File: src/rtl/wrr_sp_arbiter_pkg.sv
// Shared types and constants for the write-path arbiter: the FSM state encoding,
// the mode select values and the select-width helper.
package arb_pkg;

  typedef enum logic [1:0] {
    ST_IDLE = 2'd0,
    ST_ARB  = 2'd1,
    ST_XFER = 2'd2
  } state_t;

  localparam logic MODE_SP  = 1'b0;
  localparam logic MODE_WRR = 1'b1;

  function automatic int calcSelW(input int numPorts);
    return (numPorts < 2) ? 1 : $clog2(numPorts);
  endfunction

endpackage

File: src/rtl/wrr_sp_arbiter_rr_pick.sv
// Round-robin picker: returns the first set bit of the eligible mask at or
// after the start pointer, wrapping from the top port back to port 0.
module rr_pick
  import arb_pkg::*;
#(
  parameter int NUM_PORTS = 16,
  parameter int SEL_W     = calcSelW(NUM_PORTS)
) (
  input  logic [NUM_PORTS-1:0] i_eligible,
  input  logic [SEL_W-1:0]     i_start,
  output logic [SEL_W-1:0]     o_winner,
  output logic                 o_found
);

  logic [2*NUM_PORTS-1:0] w_dbl;
  logic [SEL_W:0]         w_offset;
  logic [SEL_W:0]         w_sum;

  // The doubled mask shifted by the start pointer is the rotated request
  // vector, so a plain lowest-bit encoder gives the distance from the pointer.
  always_comb begin
    w_dbl    = {i_eligible, i_eligible} >> i_start;
    w_offset = '0;
    o_found  = 1'b0;
    for (int k = 2*NUM_PORTS-1; k >= 0; k--) begin
      if (w_dbl[k]) begin
        w_offset = (SEL_W+1)'(k);
        o_found  = 1'b1;
      end
    end
    w_sum = w_offset + {1'b0, i_start};
    if (w_sum >= (SEL_W+1)'(NUM_PORTS)) begin
      w_sum = w_sum - (SEL_W+1)'(NUM_PORTS);
    end
    o_winner = w_sum[SEL_W-1:0];
  end

endmodule

File: src/rtl/wrr_sp_arbiter.sv
// Packet arbiter for the SRAM write path: strict-priority or weighted
// round-robin choice per packet, with the grant held until the winner's eop.
module wrr_sp_arbiter
  import arb_pkg::*;
#(
  parameter int NUM_PORTS = 16,
  parameter int PRIO_W    = 3,
  parameter int SEL_W     = calcSelW(NUM_PORTS)
) (
  input  logic                        clk,
  input  logic                        rst_n,
  input  logic                        sp0_wrr1,
  input  logic [NUM_PORTS-1:0]        ready,
  input  logic [NUM_PORTS-1:0]        eop,
  input  logic [NUM_PORTS*PRIO_W-1:0] priority_in,
  output logic [SEL_W-1:0]            select,
  output logic                        transfering,
  output logic                        busy
);

  localparam int CRED_W = PRIO_W + 1;

  state_t              r_state;
  logic [CRED_W-1:0]   r_credit [NUM_PORTS];
  logic [SEL_W-1:0]    r_rrPtr;

  logic [CRED_W-1:0]   w_weight  [NUM_PORTS];
  logic [CRED_W-1:0]   w_credEff [NUM_PORTS];
  logic [NUM_PORTS-1:0] w_credNz;
  logic [NUM_PORTS-1:0] w_eligible;
  logic                w_reload;
  logic                w_anyReady;
  logic [SEL_W-1:0]    w_spWinner;
  logic [PRIO_W-1:0]   w_spBest;
  logic                w_spFound;
  logic [SEL_W-1:0]    w_wrrWinner;
  logic                w_wrrFound;
  logic [SEL_W-1:0]    w_winner;
  logic                w_doWrr;

  assign w_anyReady = |ready;

  // When no ready port has credit left, the bank is treated as reloaded in
  // this very cycle so the arbitration never stalls for a refill.
  always_comb begin
    for (int i = 0; i < NUM_PORTS; i++) begin
      w_weight[i] = {1'b0, priority_in[i*PRIO_W +: PRIO_W]} + CRED_W'(1);
      w_credNz[i] = (r_credit[i] != '0);
    end
    w_reload = ~|(ready & w_credNz);
    for (int i = 0; i < NUM_PORTS; i++) begin
      w_credEff[i] = w_reload ? w_weight[i] : r_credit[i];
    end
    w_eligible = w_reload ? ready : (ready & w_credNz);
  end

  always_comb begin
    w_spWinner = '0;
    w_spBest   = '0;
    w_spFound  = 1'b0;
    for (int i = 0; i < NUM_PORTS; i++) begin
      if (ready[i] && (!w_spFound || (priority_in[i*PRIO_W +: PRIO_W] > w_spBest))) begin
        w_spWinner = SEL_W'(i);
        w_spBest   = priority_in[i*PRIO_W +: PRIO_W];
        w_spFound  = 1'b1;
      end
    end
  end

  rr_pick #(
    .NUM_PORTS (NUM_PORTS),
    .SEL_W     (SEL_W)
  ) u_rrPick (
    .i_eligible (w_eligible),
    .i_start    (r_rrPtr),
    .o_winner   (w_wrrWinner),
    .o_found    (w_wrrFound)
  );

  assign w_winner = (sp0_wrr1 == MODE_WRR) ? w_wrrWinner : w_spWinner;
  assign w_doWrr  = (r_state == ST_ARB) && w_wrrFound && (sp0_wrr1 == MODE_WRR);

  always_ff @(posedge clk) begin
    if (!rst_n) begin
      r_state     <= ST_IDLE;
      select      <= '0;
      transfering <= 1'b0;
      busy        <= 1'b0;
    end else begin
      case (r_state)
        ST_IDLE: begin
          if (w_anyReady) begin
            r_state <= ST_ARB;
            busy    <= 1'b1;
          end
        end
        ST_ARB: begin
          if (!w_anyReady) begin
            r_state <= ST_IDLE;
            busy    <= 1'b0;
          end else begin
            select      <= w_winner;
            transfering <= 1'b1;
            r_state     <= ST_XFER;
          end
        end
        ST_XFER: begin
          // Only the granted port's eop ends the packet.
          if (eop[select]) begin
            transfering <= 1'b0;
            if (w_anyReady) begin
              r_state <= ST_ARB;
            end else begin
              r_state <= ST_IDLE;
              busy    <= 1'b0;
            end
          end
        end
        default: begin
          r_state     <= ST_IDLE;
          transfering <= 1'b0;
          busy        <= 1'b0;
        end
      endcase
    end
  end

  // Credits and the round-robin pointer only move on a WRR grant.
  always_ff @(posedge clk) begin
    if (!rst_n) begin
      for (int i = 0; i < NUM_PORTS; i++) begin
        r_credit[i] <= '0;
      end
      r_rrPtr <= '0;
    end else if (w_doWrr) begin
      for (int i = 0; i < NUM_PORTS; i++) begin
        if (SEL_W'(i) == w_wrrWinner) begin
          r_credit[i] <= w_credEff[i] - CRED_W'(1);
        end else if (w_reload) begin
          r_credit[i] <= w_weight[i];
        end
      end
      r_rrPtr <= (w_wrrWinner == SEL_W'(NUM_PORTS-1)) ? '0 : (w_wrrWinner + SEL_W'(1));
    end
  end

endmodule

File: config.mk
export PLATFORM = sky130hd
export DESIGN_NAME = wrr_sp_arbiter
export DESIGN_NICKNAME = d
export VERILOG_FILES = /design/src/rtl/wrr_sp_arbiter_pkg.sv /design/src/rtl/wrr_sp_arbiter_rr_pick.sv /design/src/rtl/wrr_sp_arbiter.sv
export SDC_FILE = /design/constraint.sdc
export NUM_CORES = 1
export LEC_CHECK = 0
export CORE_UTILIZATION = 40
export DETAILED_ROUTE_END_ITERATION = 16
export SYNTH_ARGS = -nofsm -noshare
export SYNTH_HDL_FRONTEND = slang
export SYNTH_SLANG_ARGS = --single-unit
File: constraint.sdc
create_clock -name clk -period 43.3 [get_ports clk]
set_input_delay 8.66 -clock clk [delete_from_list [all_inputs] [get_ports clk]]
set_output_delay 8.66 -clock clk [all_outputs]
set_load 0.1 [all_outputs]
==> Flow_metrics.wiki <==
{| class="wikitable"
! Metric !! Value
|-
| Clock Root Buffer || sky130_fd_sc_hd__clkbuf_16
|-
| Number of buffers added to fix hold violations after cts || 0
|-
| Die extent in x || 164.6 microns
|-
| CP peak stage delay || 0.84 ns
|-
| Final period utilization || 0.7192
|-
| Maximum number of pins on one net before global-route repair || 89
|-
| First-pass GRT wire length || 55680 microns
|-
| Post-Syn Area || 10570 sq um
|-
| Most used DFF post-synth || sky130_fd_sc_hd__edfxtp_1
|-
| Top-level I/O count || 89
|-
| Kind of end point of the critical path || flip-flop
|-
| Die footprint || 27080 sq um
|-
| RSZ-0062 raised after global routing || false
|-
| Remaining global-route overflow || 0
|-
| Overall die height || 164.6 microns
|-
| Met2 global-route usage || 0.4087
|-
| Headroom to the max-slew limit || 0.3201
|-
| Most common cell after layout, fill and taps aside || sky130_fd_sc_hd__nand2_1
|-
| Post-detailed-route via-to-cell ratio || 6.389
|-
| Relative area change from synthesis to final layout || 13.60%
|-
| Worst Path Buf+Inv || 5
|-
| # rows || 59
|-
| DRC Markers || 0
|-
| Req. time, crit path || 43.52 ns
|-
| Cell variety after synth || 100
|-
| Insertion delay of the later-clocked pin in the worst-skew pair || 0.36 ns
|-
| Launching element type of the critical path || primary input
|-
| Result of the run || completed
|-
| Cells after DPL || 1720
|-
| EDFF count, synth || 64
|-
| Final setup violation count || 0
|-
| Number of sinks on the clock net || 76
|-
| Final worst clock skew || 0.01213 ns
|-
| GRT met1 Usage || 0.3796
|-
| Detail Route Antenna Nets || 0
|-
| RD Place Congestion || 0.9495
|-
| Pre-antenna DRT Iters || 5
|-
| Mean post-synth cell area || 7.760 sq um
|-
| Wire length per cell || 20.41 microns
|-
| Final slew viol count || 0
|-
| Met3 Resource Use GR || 0.02562
|-
| Most frequent cells in the layout || sky130_fd_sc_hd__nand2_1, sky130_fd_sc_hd__nor2_1, sky130_fd_sc_hd__a21oi_1, sky130_fd_sc_hd__clkdlybuf4s50_1, sky130_fd_sc_hd__o21ai_0
|-
| Final Hold Viols || 0
|-
| Number of buffers inserted during clock tree synthesis || 9
|-
| CP top delay family || compound AO/OA/AOI/OAI gates
|-
| Async set-reset flop share out of synthesis || 0
|-
| Total of buffers placed on input and output ports || 88
|-
| Number of antenna violations at the first check in global routing || 0
|-
| Core region area || 25980 sq um
|-
| Htree depth || 3
|-
| Maximum count of clock buffers along a single path || 2
|-
| Resized cells post-CTS || 0
|-
| Synthesis Warnings || 0
|-
| Starting Density || 0.4067
|-
| Kind of path behind the tightest hold check || flip-flop to flip-flop
|-
| Number of storage elements in the synthesis netlist || 76
|-
| Nets in the synthesized netlist || 1526
|-
| HPWL Detailed || 26410 microns
|-
| Slew at the pin with the worst max-slew slack || 1.011 ns
|-
| Final critical path time including I/O delays and setup || 31.14 ns
|-
| Total length of routed wires || 35440 microns
|-
| Dominant cell type by count on the critical path || sky130_fd_sc_hd__a21oi_1
|-
| Timing-limited maximum frequency || 32.11 MHz
|-
| Type of the worst setup path || primary input to flip-flop
|-
| Signal arrival time at the worst endpoint || 31.36 ns
|-
| Vias after detailed routing || 11090
|-
| Slowest cell on the critical path || sky130_fd_sc_hd__o311ai_0
|-
| Critical Path Fanout Max || 9
|-
| Maximum vdd ir drop || 27.51 uV
|-
| Static leakage || 4.494 nW
|-
| Fin cells || 1736
|-
| Number of maximum-capacitance violations || 0
|-
| Gate count after technology mapping || 1362
|-
| Total routing resource utilization after global routing || 0.2629
|-
| Number of global-route vias before repair || 10090
|-
| PwrDens || 50.34 nW/um^2
|-
| DR iter-0 viols || 994
|-
| Setup fix buffers added after clock tree synthesis || 0
|-
| Total inserted antenna cells || 0
|-
| Sequential-to-total area share from yosys stat || 0.2046
|-
| Register clock-pin slew on the reported worst setup and hold paths || 0.06 ns
|-
| Post-Route Setup TNS || 0 ns
|-
| Share of cells above drive strength 1 || 0.07566
|-
| Clock tree from TritonCTS || built
|-
| Net count, final || 1560
|-
| Most congested layer reported by global routing || met2
|}
worst min-delay path, stage by stage, from the launching register on:
cell and delay [ns]:
sky130_fd_sc_hd__dfxtp_1 0.34, sky130_fd_sc_hd__nand2_1 0.06, sky130_fd_sc_hd__a21oi_1 0.05
per-layer routing:
layer	part of all wire	wire, microns
met4	0.025	889
met5	0	0
met2	0.44	15720
met1	0.46	16390
met3	0.069	2448
worst paths after layout:
| check | startpoint | cells after the start | end | slack [ns] |
|---|---|---|---|---|
| worst max register to register | r_credit[1][8]$_SDFFCE_PN0P_ | 19 | r_credit[0][5]$_SDFFCE_PN0P_ | 34.99 |
| worst max-delay path | ready[0] | 110 | select[3]$_SDFFE_PN0P_ | 12.16 |
| worst min-delay path | r_state[0]$_SDFFE_PN0P_ | 2 | r_state[0]$_SDFFE_PN0P_ | 0.50 |
| worst min register to register | r_state[0]$_SDFFE_PN0P_ | 2 | r_state[0]$_SDFFE_PN0P_ | 0.50 |
layout make-up:
cell class	instances	area, sq um
clock buffer	9	225.2
clock inverter	7	105.1
fill	2634	13980
inverter	64	240.2
multi-input combinational	1141	7854
sequential	76	2162
tap	335	419.2
timing repair buffer	104	1001
kinds of logic (layout without fill, tap and decap cells):
group / after synthesis / in the layout / synth area share
flip-flops: 76 / 76 / 0.2046
multiplexers: 62 / 62 / 0.07482
AO/OA/AOI/OAI: 459 / 459 / 0.3092
buffers and inverters: 145 / 184 / 0.05481
AND/OR/NAND/NOR: 506 / 506 / 0.2325
XOR/XNOR: 32 / 32 / 0.02652
adder cells (fa/ha/maj): 82 / 82 / 0.09755
sequential cells by signal, indices dropped and copies added (netlist names):
| register | cells |
|---|---|
| r_credit | 64 |
| r_rrPtr | 4 |
| select | 4 |
| r_state | 2 |
| busy | 1 |
| transfering | 1 |
synth_stat cells, types with 9 or more instances:
cell type                  count  area share
sky130_fd_sc_hd__nand2_1     152       0.054
sky130_fd_sc_hd__nor2_1      123       0.044
sky130_fd_sc_hd__a21oi_1      90       0.043
sky130_fd_sc_hd__o21ai_0      87       0.041
sky130_fd_sc_hd__ha_1         80       0.095
sky130_fd_sc_hd__clkbuf_1     66       0.023
sky130_fd_sc_hd__nand3_1      66       0.031
sky130_fd_sc_hd__edfxtp_1     64        0.18
sky130_fd_sc_hd__inv_1        63       0.022
sky130_fd_sc_hd__nor3_1       40       0.019
sky130_fd_sc_hd__a211oi_1     31       0.022
sky130_fd_sc_hd__mux2i_1      28       0.027
sky130_fd_sc_hd__a21o_1       25       0.018
sky130_fd_sc_hd__xnor2_1      25       0.021
sky130_fd_sc_hd__a31oi_1      24       0.014
sky130_fd_sc_hd__mux2_2       20       0.021
sky130_fd_sc_hd__a21boi_0     18       0.013
sky130_fd_sc_hd__o31ai_1      18       0.013
sky130_fd_sc_hd__a211o_1      17       0.014
sky130_fd_sc_hd__nand4_1      14      0.0083
sky130_fd_sc_hd__nor2b_1      14      0.0083
sky130_fd_sc_hd__o21a_1       13      0.0092
sky130_fd_sc_hd__dfxtp_1      12       0.023
sky130_fd_sc_hd__nor4_1       12      0.0071
sky130_fd_sc_hd__and2_1       11      0.0065
sky130_fd_sc_hd__mux4_2       11       0.023
sky130_fd_sc_hd__o22ai_1      11      0.0065
sky130_fd_sc_hd__and3_1       10      0.0059
sky130_fd_sc_hd__or3_1        10      0.0059
sky130_fd_sc_hd__o211ai_1      9      0.0064
sky130_fd_sc_hd__o41ai_1       9      0.0075
report_power, final:
part	internal [mW]	total [mW]	switching (mW)
Combinational	0.156	0.417	0.261
Clock	0.0556	0.0893	0.0336
Sequential	0.0895	0.0985	0.00899
metrics by stage:
| stage | util | area (sq um) | setup WS, ns | hold slack [ns] | power, mW |
|---|---|---|---|---|---|
| after detailed placement | 0.4493 | 11680 | 12.33 | 0.4979 | 0.5089 |
| after CTS | 0.4621 | 12010 | 12.55 | 0.5082 | 0.5998 |
| after floorplan | - | 10570 | 15.54 | 0.4660 | 0.4018 |
| final | 0.4621 | 12010 | 12.16 | 0.5013 | 0.6045 |
| after global placement | 0.4493 | 11680 | 13.03 | 0.4934 | 0.5049 |
| after global routing | 0.4621 | 12010 | 9.987 | 0.5418 | 0.6479 |
No activity file was read; power rests on OpenSTA's default activity.
